===== config.mk =====
export PLATFORM = sky130hd
export DESIGN_NAME = alu_share_arbiter
export DESIGN_NICKNAME = d
export VERILOG_FILES = /design/src/rtl/alu_pkg.sv /design/src/rtl/rr_arb2.sv /design/src/rtl/alu_share_arbiter.sv
export SDC_FILE = /design/constraint.sdc
export NUM_CORES = 1
export LEC_CHECK = 0
export ABC_AREA = 1
export ABC_CLOCK_PERIOD_IN_PS = 2300
export BUFFER_PORTS_ARGS = -buffer_cell sky130_fd_sc_hd__buf_2
export CORE_ASPECT_RATIO = 1.1
export CORE_MARGIN = 4
export CORE_UTILIZATION = 30
export CTS_CLUSTER_DIAMETER = 30
export DETAILED_ROUTE_END_ITERATION = 8
export GPL_ROUTABILITY_DRIVEN = 0
export PLACE_DENSITY = 0.58
export SKIP_LAST_GASP = 1
export SLEW_MARGIN = 20
export SYNTH_ARGS = -nofsm -noshare
export SYNTH_HDL_FRONTEND = slang
export SYNTH_SLANG_ARGS = --single-unit

===== constraint.sdc =====
create_clock -name clk -period 2.3 [get_ports clk]
set_input_delay 0.23 -clock clk [delete_from_list [all_inputs] [get_ports clk]]
set_output_delay 0.23 -clock clk [all_outputs]
set_load 0.005 [all_outputs]

===== src/rtl/alu_pkg.sv =====
// Shared definitions for the ALU sharing arbiter: opcodes, legality check,
// FSM state encoding and flag bit positions.
package alu_pkg;

  localparam int DATA_W     = 32;
  localparam int OP_W       = 5;
  localparam int NUM_REQ    = 2;
  localparam int ALU_FLAG_W = 4;
  localparam int RSP_FLAG_W = 5;

  // Opcodes understood by the shared ALU
  localparam logic [OP_W-1:0] OP_AND  = 5'b00000;
  localparam logic [OP_W-1:0] OP_OR   = 5'b00001;
  localparam logic [OP_W-1:0] OP_ADD  = 5'b00010;
  localparam logic [OP_W-1:0] OP_SUB  = 5'b00011;
  localparam logic [OP_W-1:0] OP_XOR  = 5'b00100;
  localparam logic [OP_W-1:0] OP_NOR  = 5'b00101;
  localparam logic [OP_W-1:0] OP_SLL  = 5'b00110;
  localparam logic [OP_W-1:0] OP_SRL  = 5'b00111;
  localparam logic [OP_W-1:0] OP_SLT  = 5'b01000;
  localparam logic [OP_W-1:0] OP_SLTU = 5'b01001;
  localparam logic [OP_W-1:0] OP_SRA  = 5'b01010;
  localparam logic [OP_W-1:0] OP_X0C  = 5'b01100;
  localparam logic [OP_W-1:0] OP_X0F  = 5'b01111;
  localparam logic [OP_W-1:0] OP_X1E  = 5'b11110;
  localparam logic [OP_W-1:0] OP_X1F  = 5'b11111;

  // Bit positions inside alu_flags / rsp_flags
  localparam int FLAG_ZERO  = 0;
  localparam int FLAG_SET   = 1;
  localparam int FLAG_OVF   = 2;
  localparam int FLAG_CARRY = 3;
  localparam int FLAG_ERR   = 4;

  // Response flags for an opcode the ALU does not implement: only err set
  localparam logic [RSP_FLAG_W-1:0] ERR_FLAGS = 5'b10000;

  typedef enum logic [1:0] {
    ST_IDLE = 2'd0,
    ST_EXEC = 2'd1,
    ST_RESP = 2'd2
  } state_t;

  // True for the opcodes the shared ALU actually implements
  function automatic logic is_legal_op(input logic [OP_W-1:0] op);
    return (op <= OP_SRA) || (op == OP_X0C) || (op == OP_X0F) ||
           (op == OP_X1E) || (op == OP_X1F);
  endfunction

endpackage


===== src/rtl/rr_arb2.sv =====
// Two-way grant logic with a last_grant register. With RR_EN set, a tie
// goes to the requester that was not served last; otherwise requester 0
// always wins a tie.
module rr_arb2
  import alu_pkg::*;
#(
  parameter int RR_EN = 1
) (
  input  logic               clk,
  input  logic               reset,
  input  logic [NUM_REQ-1:0] req,
  input  logic [NUM_REQ-1:0] accept,
  output logic [NUM_REQ-1:0] grant
);

  logic last_grant;

  // Grant selection from the current requests and the previous winner
  always_comb begin
    grant = 2'b00;
    case (req)
      2'b01:   grant = 2'b01;
      2'b10:   grant = 2'b10;
      2'b11:   grant = ((RR_EN != 0) && (last_grant == 1'b0)) ? 2'b10 : 2'b01;
      default: grant = 2'b00;
    endcase
  end

  // Remember who was served; reset value 1 lets requester 0 win first
  always_ff @(posedge clk) begin
    if (reset) begin
      last_grant <= 1'b1;
    end else if (accept[1]) begin
      last_grant <= 1'b1;
    end else if (accept[0]) begin
      last_grant <= 1'b0;
    end
  end

endmodule


===== src/rtl/alu_share_arbiter.sv =====
// Shares one combinational ALU between the integer EX stage (requester 0)
// and the FP unit (requester 1). One operation in flight: IDLE accepts,
// EXEC drives the ALU for one cycle, RESP holds the captured result until
// the owner takes it.
module alu_share_arbiter
  import alu_pkg::*;
#(
  parameter int RR_EN = 1
) (
  input  logic        clk,
  input  logic        reset,
  input  logic [1:0]  req_valid,
  output logic [1:0]  req_ready,
  input  logic [9:0]  req_op,
  input  logic [63:0] req_a,
  input  logic [63:0] req_b,
  output logic [4:0]  alu_op,
  output logic [31:0] alu_a,
  output logic [31:0] alu_b,
  input  logic [31:0] alu_result,
  input  logic [3:0]  alu_flags,
  output logic [1:0]  rsp_valid,
  input  logic [1:0]  rsp_ready,
  output logic [31:0] rsp_result,
  output logic [4:0]  rsp_flags
);

  state_t     state_q;
  state_t     state_d;
  logic       owner_q;
  logic [1:0] grant;
  logic [1:0] accept;
  logic       can_accept;

  rr_arb2 #(
    .RR_EN(RR_EN)
  ) u_arb (
    .clk    (clk),
    .reset  (reset),
    .req    (req_valid),
    .accept (accept),
    .grant  (grant)
  );

  // Accept only in IDLE and never in a reset cycle
  assign can_accept = (state_q == ST_IDLE) && !reset;
  assign req_ready  = can_accept ? grant : 2'b00;
  assign accept     = req_valid & req_ready;
  assign rsp_valid  = ((state_q == ST_RESP) && !reset) ?
                      (owner_q ? 2'b10 : 2'b01) : 2'b00;

  // State register
  always_ff @(posedge clk) begin
    if (reset) begin
      state_q <= ST_IDLE;
    end else begin
      state_q <= state_d;
    end
  end

  // Next-state: one EXEC cycle, then wait for the owner's rsp_ready
  always_comb begin
    state_d = state_q;
    case (state_q)
      ST_IDLE: if (accept != 2'b00) state_d = ST_EXEC;
      ST_EXEC: state_d = ST_RESP;
      ST_RESP: if (rsp_ready[owner_q]) state_d = ST_IDLE;
      default: state_d = ST_IDLE;
    endcase
  end

  // Latch the winner's operation onto the ALU inputs; held until next accept
  always_ff @(posedge clk) begin
    if (reset) begin
      owner_q <= 1'b0;
      alu_op  <= '0;
      alu_a   <= '0;
      alu_b   <= '0;
    end else if (accept[1]) begin
      owner_q <= 1'b1;
      alu_op  <= req_op[9:5];
      alu_a   <= req_a[63:32];
      alu_b   <= req_b[63:32];
    end else if (accept[0]) begin
      owner_q <= 1'b0;
      alu_op  <= req_op[4:0];
      alu_a   <= req_a[31:0];
      alu_b   <= req_b[31:0];
    end
  end

  // Sample the ALU at the end of EXEC; unimplemented opcodes report err only
  always_ff @(posedge clk) begin
    if (reset) begin
      rsp_result <= '0;
      rsp_flags  <= '0;
    end else if (state_q == ST_EXEC) begin
      if (is_legal_op(alu_op)) begin
        rsp_result <= alu_result;
        rsp_flags  <= {1'b0, alu_flags};
      end else begin
        rsp_result <= '0;
        rsp_flags  <= ERR_FLAGS;
      end
    end
  end

endmodule


### Word-level counts from Yosys, hierarchy flattened

Cells that the tools add are included.

* register bits after elaboration: 110
* input bits: 180
* output and inout port bits: 110
* logic and storage cells: 53

* $lt $le $gt $ge: 2
* equality and inequality tests: 11
* mux-type cells: 20
* bitwise operators: 1
* reduce and logical (&&, ||, !) cells: 11

Operators by type and width (number)
* 32-bit 2-to-1 mux: 5
* 5-bit 2-to-1 mux: 3
* 2-bit 2-to-1 mux: 6
* 2-bit case mux with 3 select lines: 2
* 5-bit by 4-bit equality test with 1-bit output, second input constant: 2
* 5-bit equality test, second input constant: 2
* 2-bit equality test, second input constant: 3
* 5-bit by 4-bit less-or-equal comparator with 1-bit output, second input constant: 1
* 2-bit by 1-bit equality test with 1-bit output, second input constant: 2
* 1-bit logical OR: 4
* 1-bit 2-to-1 mux: 4
* 2-bit by 1-bit inequality test with 1-bit output, second input constant: 2
* 2-bit AND: 1
* 1-bit logical AND: 2
* 2-bit logical NOT: 1
* 1-bit by 2-bit less-than comparator with 1-bit output, second input constant: 1
* 2-bit AND reduction: 1
* 2-bit nonzero test: 1
* 2-bit OR reduction: 1
* 1-bit logical NOT: 1

### Longest topological paths before layout

Gate-level depths: netlist of the first run.

* depth after elaboration: 7
* mapped depth: 9
* gate-level depth less buffers: 8

### Cells and area by module

A second synthesis of the first run with hierarchy kept.

* cell total of the unflattened synthesis: 875
* area total of the unflattened synthesis: 5382.7 um2

Modules (own cells, without submodules)
* alu_share_arbiter: times used 1, cells each 865, area an instance 5326.4 um2, seq. area each 2182.1 um2
* rr_arb2: times used 1, cells each 10, area an instance 56.3 um2, seq. area each 20.0 um2

### Worst setup path before layout of the first run

No wires, ideal clock.

* kind: flip-flop to flip-flop
* start point: reg state_q[0]
* end point: reg alu_b[10]
* library setup time: 0.113 ns
* arrival time: 1.139 ns
* required time: 2.187 ns
* path slack: 1.048 ns
* cell stages (with the launch flop): 9
* buffers on the path: 2
* period minus slack after synthesis: 1.252 ns
* path through: dfxtp_1 -> inv_1 -> nand3_1 -> a21oi_2 -> buf_2 -> buf_2 -> nand3_1 -> nand2_1 -> nor2_1

* cells in the longest elaborated chain, start to end: 5
* elaborated cells between the ends (all ways): 6
* classes of those cells: 2 x mux; 1 x bitwise; 3 x reduce/logical

RTL lines
* from (decl): RTL line alu_share_arbiter.sv:28 `state_t state_q;`
* from (signal assigned): RTL line alu_share_arbiter.sv:57 `state_q <= state_d;`
* 2-bit logical NOT (*): RTL line alu_share_arbiter.sv:46 `assign can_accept = (state_q == ST_IDLE) && !reset;`
* 1-bit logical AND (*): RTL line alu_share_arbiter.sv:46
* 2-bit 2-to-1 mux (*): RTL line alu_share_arbiter.sv:47 `assign req_ready = can_accept ? grant : 2'b00;`
* 2-bit AND (*): RTL line alu_share_arbiter.sv:48 `assign accept = req_valid & req_ready;`
* 32-bit 2-to-1 mux or 2-bit nonzero test (tied branches)
* to (signal assigned): RTL line alu_share_arbiter.sv:83 `alu_b <= req_b[63:32];`
* to (signal assigned): RTL line alu_share_arbiter.sv:88 `alu_b <= req_b[31:0];`
* to (decl): RTL line alu_share_arbiter.sv:19 `output logic [31:0] alu_b,`

Every way passes the cells marked *; elsewhere a longest branch is shown, timed or not.
A chain may end at the register's enable or synchronous reset.

### Worst setup path after layout of the first run

* start point: reg state_q[0]
* end point: out req_ready[0]

* cells in the longest elaborated chain, start to end: 3

RTL lines
* 2-bit logical NOT: RTL line alu_share_arbiter.sv:46
* 1-bit logical AND: RTL line alu_share_arbiter.sv:46
* 2-bit 2-to-1 mux: RTL line alu_share_arbiter.sv:47
* to (decl): RTL line alu_share_arbiter.sv:13 `output logic [1:0] req_ready,`

No other way between the ends.

==> impl_metrics.ini, run 1 <==
[run_status]
status = complete, no violations

[min_path]
worst_hold_path_type = in -> reg

[grt]
grt_first_pass_wirelength_um = 27500
grt_max_degree = 98
antenna_found_initial = 2
grt_usage = 0.175
grt_pass1_vias = 5347
grt-ovfl-total = 0

[place]
place.port_buffers = 289
dp_hpwl_um = 12500
pre_cts_ws_ps = 533

[cts]
cts_hold_buf = 0
clock_latency_ps = 350
ctsLongestPathBuffers = 2
cts.clk_slew.worst_paths_ps = 70
numCtsBuffers = 9
clkSinkCount = 110
post_cts_resized = 0
clockRootBuffer = clkbuf_16
cts_tree = yes
h-tree-depth = 3
postCtsSetupBuffers = 0

[setup_path]
criticalPathCategory = reg -> out
cp-endpoint = req_ready[0]
r2r_cells = 7
r2r-start = u_arb.last_grant$_SDFFE_PP1P_
required_ps = 2070
r2r_end = alu_a[22]$_SDFFE_PP0P_
worstSetupStartpointType = register
r2r_slack_ps = 690
cp_max_fo = 36
worstSetupStartpoint = state_q[0]$_SDFFE_PP0P_
crit_arrival_ps = 1840
end_kind = output pin

[logic_synthesis]
syn_area_sq_um = 5110
synth_warnings = 0
synth_simple_gate_area_frac = 0.435
synth_seq_cells = 110
synth_area_leaders = dfxtp_1, nand2_1, nand3_1, nor2_1, a21oi_1
synth_top_family_by_area = simple AND/OR/NAND/NOR gates
synth_xor_area_frac = 0
synth_top_area_frac = 0.431
synth_compound_area_frac = 0.0443
synth_nets = 985
synth.avg_cell_area_sq_um = 6.35
syn_inst = 805
yosys.area.top_type = dfxtp_1
ys_seq_area_frac = 0.431
yosysUniqueCellTypes = 17
synthAdderAreaFrac = 0
yosys-mux-area-fraction = 0

[floorplanning]
die_area_sq_um = 19200
io_pins = 290
rows = 49
die_y_um = 145
start_util = 0.309
core_area_sq_um = 16600
fp.dieW_um = 132

[power]
p_per_area_nw_per_um2 = 690
vdd_drop_max_uv = 473
finalPower_w = 0.00482
leakagePower_nw = 3.73

[detailed_routing]
routed_wl_um = 17300
dr_total_vias = 5719
dr.pass1.iters = 5
vias_per_cell = 4.51
wire_per_inst_um = 13.7
drc = 0
drtIter0Drc = 194
final_antenna_net_count = 0

[finish]
fillers = 1839
syn_to_final_growth_pct = 36.6
drive_gt1_frac = 0.304
most-common-layout-cells = buf_2, nand2_1, nor2_1
final_common_cell = buf_2
fin_nets = 1238

[timing]
final.setup.worst_slack_ps = 229
maxSlewHeadroom = 0.472
period_needed_ps = 2070
tns_ps = 0
finalHoldViolations = 0
tightest_slew_ps = 792
slew_violations = 0
fmax_ghz = 0.483
rsz0062_at_grt = false
setup_viol = 0
clock_skew_ps = 6.40
period_share = 0.900

[flow_run]
maxCapViolations = 0
[final cells by class]
cell class | instances | area (sq um) | area share
Multi-Input combinational cell | 587 | 2470 | 0.353
Sequential cell | 110 | 2200 | 0.315
Timing Repair Buffer | 301 | 1570 | 0.225
Tap cell | 204 | 255 | 0.0366
Clock buffer | 10 | 239 | 0.0342
Inverter | 49 | 184 | 0.0263
Clock inverter | 5 | 58.8 | 0.00842
Antenna cell | 1 | 2.50 | 0.000358
[worst min-delay path by stage]
stage	from	to	depth (start not counted)
2_1_floorplan	rsp_ready[0]	state_q[1]$_SDFFE_PP0P_	3
3_3_place_gp	rsp_result[5]$_SDFFE_PP0N_	rsp_result[5]$_SDFFE_PP0N_	2
3_5_place_dp	rsp_flags[1]$_SDFFE_PP0N_	rsp_flags[1]$_SDFFE_PP0N_	2
4_1_cts	rsp_ready[1]	state_q[1]$_SDFFE_PP0P_	4
5_1_grt	rsp_ready[1]	state_q[1]$_SDFFE_PP0P_	4
6_report	rsp_ready[1]	state_q[1]$_SDFFE_PP0P_	4
[power by group]
| part | internal (W) | switching [W] |
|---|---|---|
| clock network | 0.000871 | 0.000721 |
| logic | 0.000448 | 0.000610 |
| registers | 0.00208 | 0.0000890 |
| total | 0.00340 | 0.00142 |
[critical path, cell delays in order, from the launching register on]
cell	delay, ps
dfxtp_1	320
inv_1	70
nand3_1	170
inv_2	120
buf_4	360
o211ai_1	220
inv_1	120
buf_2	110
[Yosys cell counts]
master	count
inv_1	47
buf_6	1
nand2_1	222
a21oi_1	37
inv_2	2
nand3_1	142
buf_4	1
o21ai_0	2
nor2_1	179
nand2_2	1
o22ai_1	1
o211ai_1	1
buf_1	8
clkbuf_1	13
dfxtp_1	110
a21oi_2	2
buf_2	36
[per-layer routing]
metal | global-route usage | part of all wire
met5 | 0 | 0.0010
met3 | 0.0551 | 0.086
met2 | 0.291 | 0.46
met4 | 0.0556 | 0.016
met1 | 0.216 | 0.43
[registers in the layout (all words and copies together) (netlist names)]
| register | count |
|---|---|
| alu_a | 32 |
| alu_op | 5 |
| rsp_result | 32 |
| alu_b | 32 |
| state_q | 2 |
| rsp_flags | 5 |
| u_arb.last_grant | 1 |
| owner_q | 1 |
[stage by stage]
step	util	std cells	area [sq um]	hold slack, ps
after CTS	0.422	1266	6980	138
after detailed placement	0.404	1251	6680	453
final	0.422	1267	6980	159
after global routing	0.422	1267	6980	170
after global placement	0.404	1251	6680	450
after floorplan	-	805	5110	411
[cells by family after synthesis]
| kind of cell | after synthesis |
|---|---|
| buf+inv | 108 |
| flops | 110 |
| simple gates | 544 |
| compound gates | 43 |
Note: power is estimated with default switching activity, not from simulation.
==> inputs of run 2 (changes only) <==
Settings changed: ABC_AREA 1 to default.
==> run 2 against run 1 <==
  * Register-to-register slack got worse by 130 ps
  * Sequential power barely moved
  * Wire length rose by 8.8%
  * Cell area rose by 0.39%
  * Synthesized area fell by 0.20%
  * Count of clock-buffer cells in the layout fell by 1
  * Setup slack improved by 38 ps
  * Clock power rose by 15%
  * First-iteration DRC count rose by 45%
  * Non-clock buffer count rose by 8
  * Via count fell by 2.0%
  * Critical endpoint unchanged
  * Highest routed layer unchanged
==> impl_metrics.ini, run 2 <==
[cts]
ctsLongestPathBuffers = 2
clkSinkCount = 110
cts_tree = yes
cts.clk_slew.worst_paths_ps = 70
clockRootBuffer = clkbuf_16
post_cts_resized = 0
clock_latency_ps = 350
numCtsBuffers = 9
h-tree-depth = 3
cts_hold_buf = 0
postCtsSetupBuffers = 0

[grt]
antenna_found_initial = 2
grt_pass1_vias = 5441
grt_first_pass_wirelength_um = 28900
grt_max_degree = 109
grt-ovfl-total = 0
grt_usage = 0.185

[detailed_routing]
drc = 0
final_antenna_net_count = 0
dr.pass1.iters = 4
wire_per_inst_um = 18.4
vias_per_cell = 5.49
routed_wl_um = 18800
dr_total_vias = 5603
drtIter0Drc = 282

[timing]
maxSlewHeadroom = 0.635
fmax_ghz = 0.492
finalHoldViolations = 0
period_needed_ps = 2030
period_share = 0.884
tightest_slew_ps = 547
final.setup.worst_slack_ps = 267
tns_ps = 0
slew_violations = 0
rsz0062_at_grt = false
clock_skew_ps = 7.11
setup_viol = 0

[logic_synthesis]
yosysMostFrequentCell = dfxtp_1
synth_nets = 752
synth_area_leaders = dfxtp_1, a311oi_1, a32o_1, a21oi_1, nand3_1
yosysUniqueCellTypes = 35
synth_warnings = 0
synth_seq_cells = 110
syn_inst = 572
ys_seq_area_frac = 0.432
synthTopCellsByCount = dfxtp_1, a21oi_1, a311oi_1, nand3_1, o21ai_0
yosys.area.top_type = dfxtp_1
synth_edf_count = 0
syn_area_sq_um = 5100
ys.flop_type = dfxtp_1
synthArstFlopShare = 0
synth.avg_cell_area_sq_um = 8.92
synth_top_area_frac = 0.432

[finish]
final_common_cell = buf_2
drive_gt1_frac = 0.411
largestRegisters = alu_a (32), alu_b (32), rsp_result (32)
final_area_sq_um = 7010
most-common-layout-cells = buf_2, dfxtp_1, nand3_1, a21oi_1, a311oi_1
fin_nets = 991
syn_to_final_growth_pct = 37.4
diodes = 0
fillers = 1738

[setup_path]
worstSetupStartpointType = register
crit_arrival_ps = 1800
criticalPathCategory = reg -> out
end_kind = output pin
r2r_cells = 4
cp_max_fo = 30
required_ps = 2070

[power]
p_sw_frac = 0.286
power.internal_w = 0.00364
vdd_drop_max_uv = 343
pwr-share-clk = 0.359
pwr-share-comb = 0.214
finalPower_w = 0.00509
netSwitchingPower_w = 0.00146
seqPwrFrac = 0.427
leakagePower_nw = 2.92
p_per_area_nw_per_um2 = 727

[floorplanning]
start_util = 0.308
rows = 49
io_pins = 290
die_y_um = 145
core_area_sq_um = 16600
fp.dieW_um = 132
die_area_sq_um = 19200

[place]
pre_cts_ws_ps = 550
dp_hpwl_um = 12700
place.port_buffers = 289
place_area_sq_um = 6660

[flow_run]
maxCapViolations = 0

[min_path]
hold_depth = 2
worst_hold_path_type = in -> reg

[run_status]
status = complete, no violations
## run 2: critical path: stages (launching register included)
cell and delay, ps:
dfxtp_1 400, or3_2 530, buf_4 240, nor2_1 150
buf_2 140
## run 2: metrics by stage
stage	hold WS, ps	instances	util
floorplan	396	572	-
detailed placement	449	1004	0.403
finish	144	1020	0.423
global route	135	1020	0.423
CTS	124	1020	0.423
global placement	443	1004	0.403
## run 2: power groups by stage
stage,logic (W),registers [W],clock network [W]
after CTS,0.00111,0.00218,0.00189
after global routing,0.00121,0.00220,0.00196
final,0.00109,0.00218,0.00183
after global placement,0.00111,0.00222,0
after detailed placement,0.00111,0.00222,0
after floorplan,0.000603,0.00222,0
## run 2: per-layer routing
| layer | wire length (um) | track usage | up-vias | part of all wire |
|---|---|---|---|---|
| li1 | - | - | 2714 | - |
| met3 | 1480 | 0.0508 | 25 | 0.079 |
| met4 | 343 | 0.0640 | 4 | 0.018 |
| met2 | 8950 | 0.306 | 248 | 0.48 |
| met5 | 21 | 0 | - | 0.0011 |
| met1 | 8020 | 0.234 | 2612 | 0.43 |
## run 2: worst paths after layout
| check | startpoint | end | slack [ps] |
|---|---|---|---|
| hold / removal | reset | state_q[1]$_SDFFE_PP0P_ | 140 |
| setup / recovery | state_q[1]$_SDFFE_PP0P_ | req_ready[0] | 270 |
| hold reg to reg | rsp_result[19]$_SDFFE_PP0N_ | rsp_result[19]$_SDFFE_PP0N_ | 460 |
| setup reg to reg | state_q[1]$_SDFFE_PP0P_ | alu_a[22]$_SDFFE_PP0P_ | 560 |
## run 2: kinds of logic (layout without fill, tap and decap cells)
group / after synthesis / after routing / synth area share
and+or+nand+nor: 127 / 127 / 0.149
AOI/OAI and AO/OA: 251 / 251 / 0.339
muxes: 1 / 1 / 0.00196
buffers and inverters: 82 / 326 / 0.0775
xor gates and xnor gates: 1 / 1 / 0.00172
DFF: 110 / 110 / 0.432
## run 2: final cells by class
type                            instances  area [sq um]  share of cell area
Clock buffer                            9           225              0.0321
Clock inverter                          7           120              0.0171
Inverter                                1          3.75            0.000536
Multi-Input combinational cell        380          2520               0.359
Sequential cell                       110          2200               0.314
Tap cell                              204           255              0.0364
Timing Repair Buffer                  309          1690               0.241
==> inputs of run 3 (changes only) <==
Settings changed: CORE_AREA from default to 4 4 112 114, CORE_ASPECT_RATIO 1.1 to default, CORE_MARGIN 4 to default, CORE_UTILIZATION 30 to default, DIE_AREA from default to 0 0 116 118, GPL_ROUTABILITY_DRIVEN 0 to default, PLACE_DENSITY 0.58 to 0.8.
==> run 3 against run 2 <==
  * Via count grew 0.66%
  * First-iteration DRC count up 89%
  * Cell count fell by 6.3%
  * Critical endpoint unchanged
  * Combinational power is essentially flat
  * Clock power is 2% lower
  * Count of clock-buffer cells in the layout unchanged
  * Critical path type unchanged
  * Fmax grew 2.2%
  * Largest power group unchanged
  * Critical path depth decreased by 1
  * Register-to-register slack lost 130 ps
==> impl_metrics.ini, run 3 (synthesis results as in run 2) <==
[run_status]
status = complete, no violations

[cts]
clockRootBuffer = clkbuf_16
cts_tree = yes
cts.clk_slew.worst_paths_ps = 70
clock_latency_ps = 340
cts_hold_buf = 0
ctsLongestPathBuffers = 2
numCtsBuffers = 9
h-tree-depth = 3
postCtsSetupBuffers = 0
post_cts_resized = 0
clkSinkCount = 110

[min_path]
hold_depth = 3
worst_hold_path_type = in -> reg

[grt]
grt_pass1_vias = 5082
grt-ovfl-total = 0
grt_max_degree = 106
antenna_found_initial = 0
met1_usage = 0.296
use_met3 = 0.0612
grt_first_pass_wirelength_um = 26200
grtUsageMet2 = 0.385
busiest_layer = met2
grt_usage = 0.234

[finish]
final_common_cell = buf_2
syn_to_final_growth_pct = 35.7
largestRegisters = alu_a (32), alu_b (32), rsp_result (32)
drive_gt1_frac = 0.408
final_cells = 956
fin_nets = 988
final_area_sq_um = 6920
fillers = 1055
diodes = 0
most-common-layout-cells = buf_2, dfxtp_1, nand3_1, a21oi_1, a311oi_1

[setup_path]
required_ps = 2070
r2r_cells = 4
crit_arrival_ps = 1760
end_kind = output pin
worstSetupStartpointType = register
criticalPathCategory = reg -> out
cp_max_fo = 20

[floorplanning]
core_area_sq_um = 11400
die_area_sq_um = 13700
io_pins = 290
die_y_um = 118
fp.dieW_um = 116
start_util = 0.447
rows = 39

[detailed_routing]
final_antenna_net_count = 0
drc = 0
routed_wl_um = 17200
dr.pass1.iters = 5
drtIter0Drc = 534
wire_per_inst_um = 18.0
dr_total_vias = 5640
vias_per_cell = 5.90

[place]
place_area_sq_um = 6580
place.port_buffers = 289
placed_cells = 940
gp_congestion = 0.833
dp_hpwl_um = 11600

[timing]
rsz0062_at_grt = false
finalHoldViolations = 0
clock_skew_ps = 6.39
fmax_ghz = 0.503
maxSlewHeadroom = 0.664
slew_violations = 0
setup_viol = 0
period_share = 0.865
tightest_slew_ps = 504
tns_ps = 0
period_needed_ps = 1990

[power]
leakagePower_nw = 2.91
vdd_drop_max_uv = 433
p_per_area_nw_per_um2 = 728

[flow_run]
maxCapViolations = 0
## run 3: path summary, 6_finish.rpt
path | startpoint | end | slack [ps]
setup / recovery | state_q[1]$_SDFFE_PP0P_ | req_ready[0] | 310
hold / removal | req_a[35] | alu_a[3]$_SDFFE_PP0P_ | 150
setup reg to reg | state_q[1]$_SDFFE_PP0P_ | alu_a[11]$_SDFFE_PP0P_ | 430
hold reg to reg | rsp_result[6]$_SDFFE_PP0N_ | rsp_result[6]$_SDFFE_PP0N_ | 460
## run 3: layout make-up
type	instances	area, sq um	area share
well taps	143	179	0.0258
clock buffers	9	225	0.0325
clock inverters	7	120	0.0174
repair buffers	306	1680	0.242
flip-flops and latches	110	2200	0.318
multi-input cells	380	2520	0.363
inverters	1	3.75	0.000542
## run 3: where the power goes
| group | internal (W) | total [W] | switching (W) | leakage, nW |
|---|---|---|---|---|
| Combinational | 0.000488 | 0.00107 | 0.000584 | 1.84 |
| Clock | 0.00107 | 0.00179 | 0.000720 | 0.166 |
| Sequential | 0.00208 | 0.00218 | 0.000104 | 0.904 |
## run 3: metrics by stage
step	utilization	hold WS, ps	power, W	worst slack, ps
CTS	0.606	142	0.00507	276
floorplan	-	396	0.00283	833
finish	0.606	153	0.00504	311
detailed placement	0.576	449	0.00330	439
global placement	0.576	444	0.00329	486
global route	0.606	153	0.00527	217
## run 3: routing by layer
layer / up-vias / wire length, um
met5: - / 0
met4: 0 / 274
met3: 20 / 1780
met2: 290 / 8350
met1: 2620 / 6770
li1: 2710 / -
## run 3: worst max-delay path, cell delays in order (launching register included)
cell	delay (ps)
dfxtp_1	400
or3_2	710
nor2_1	150
buf_2	160
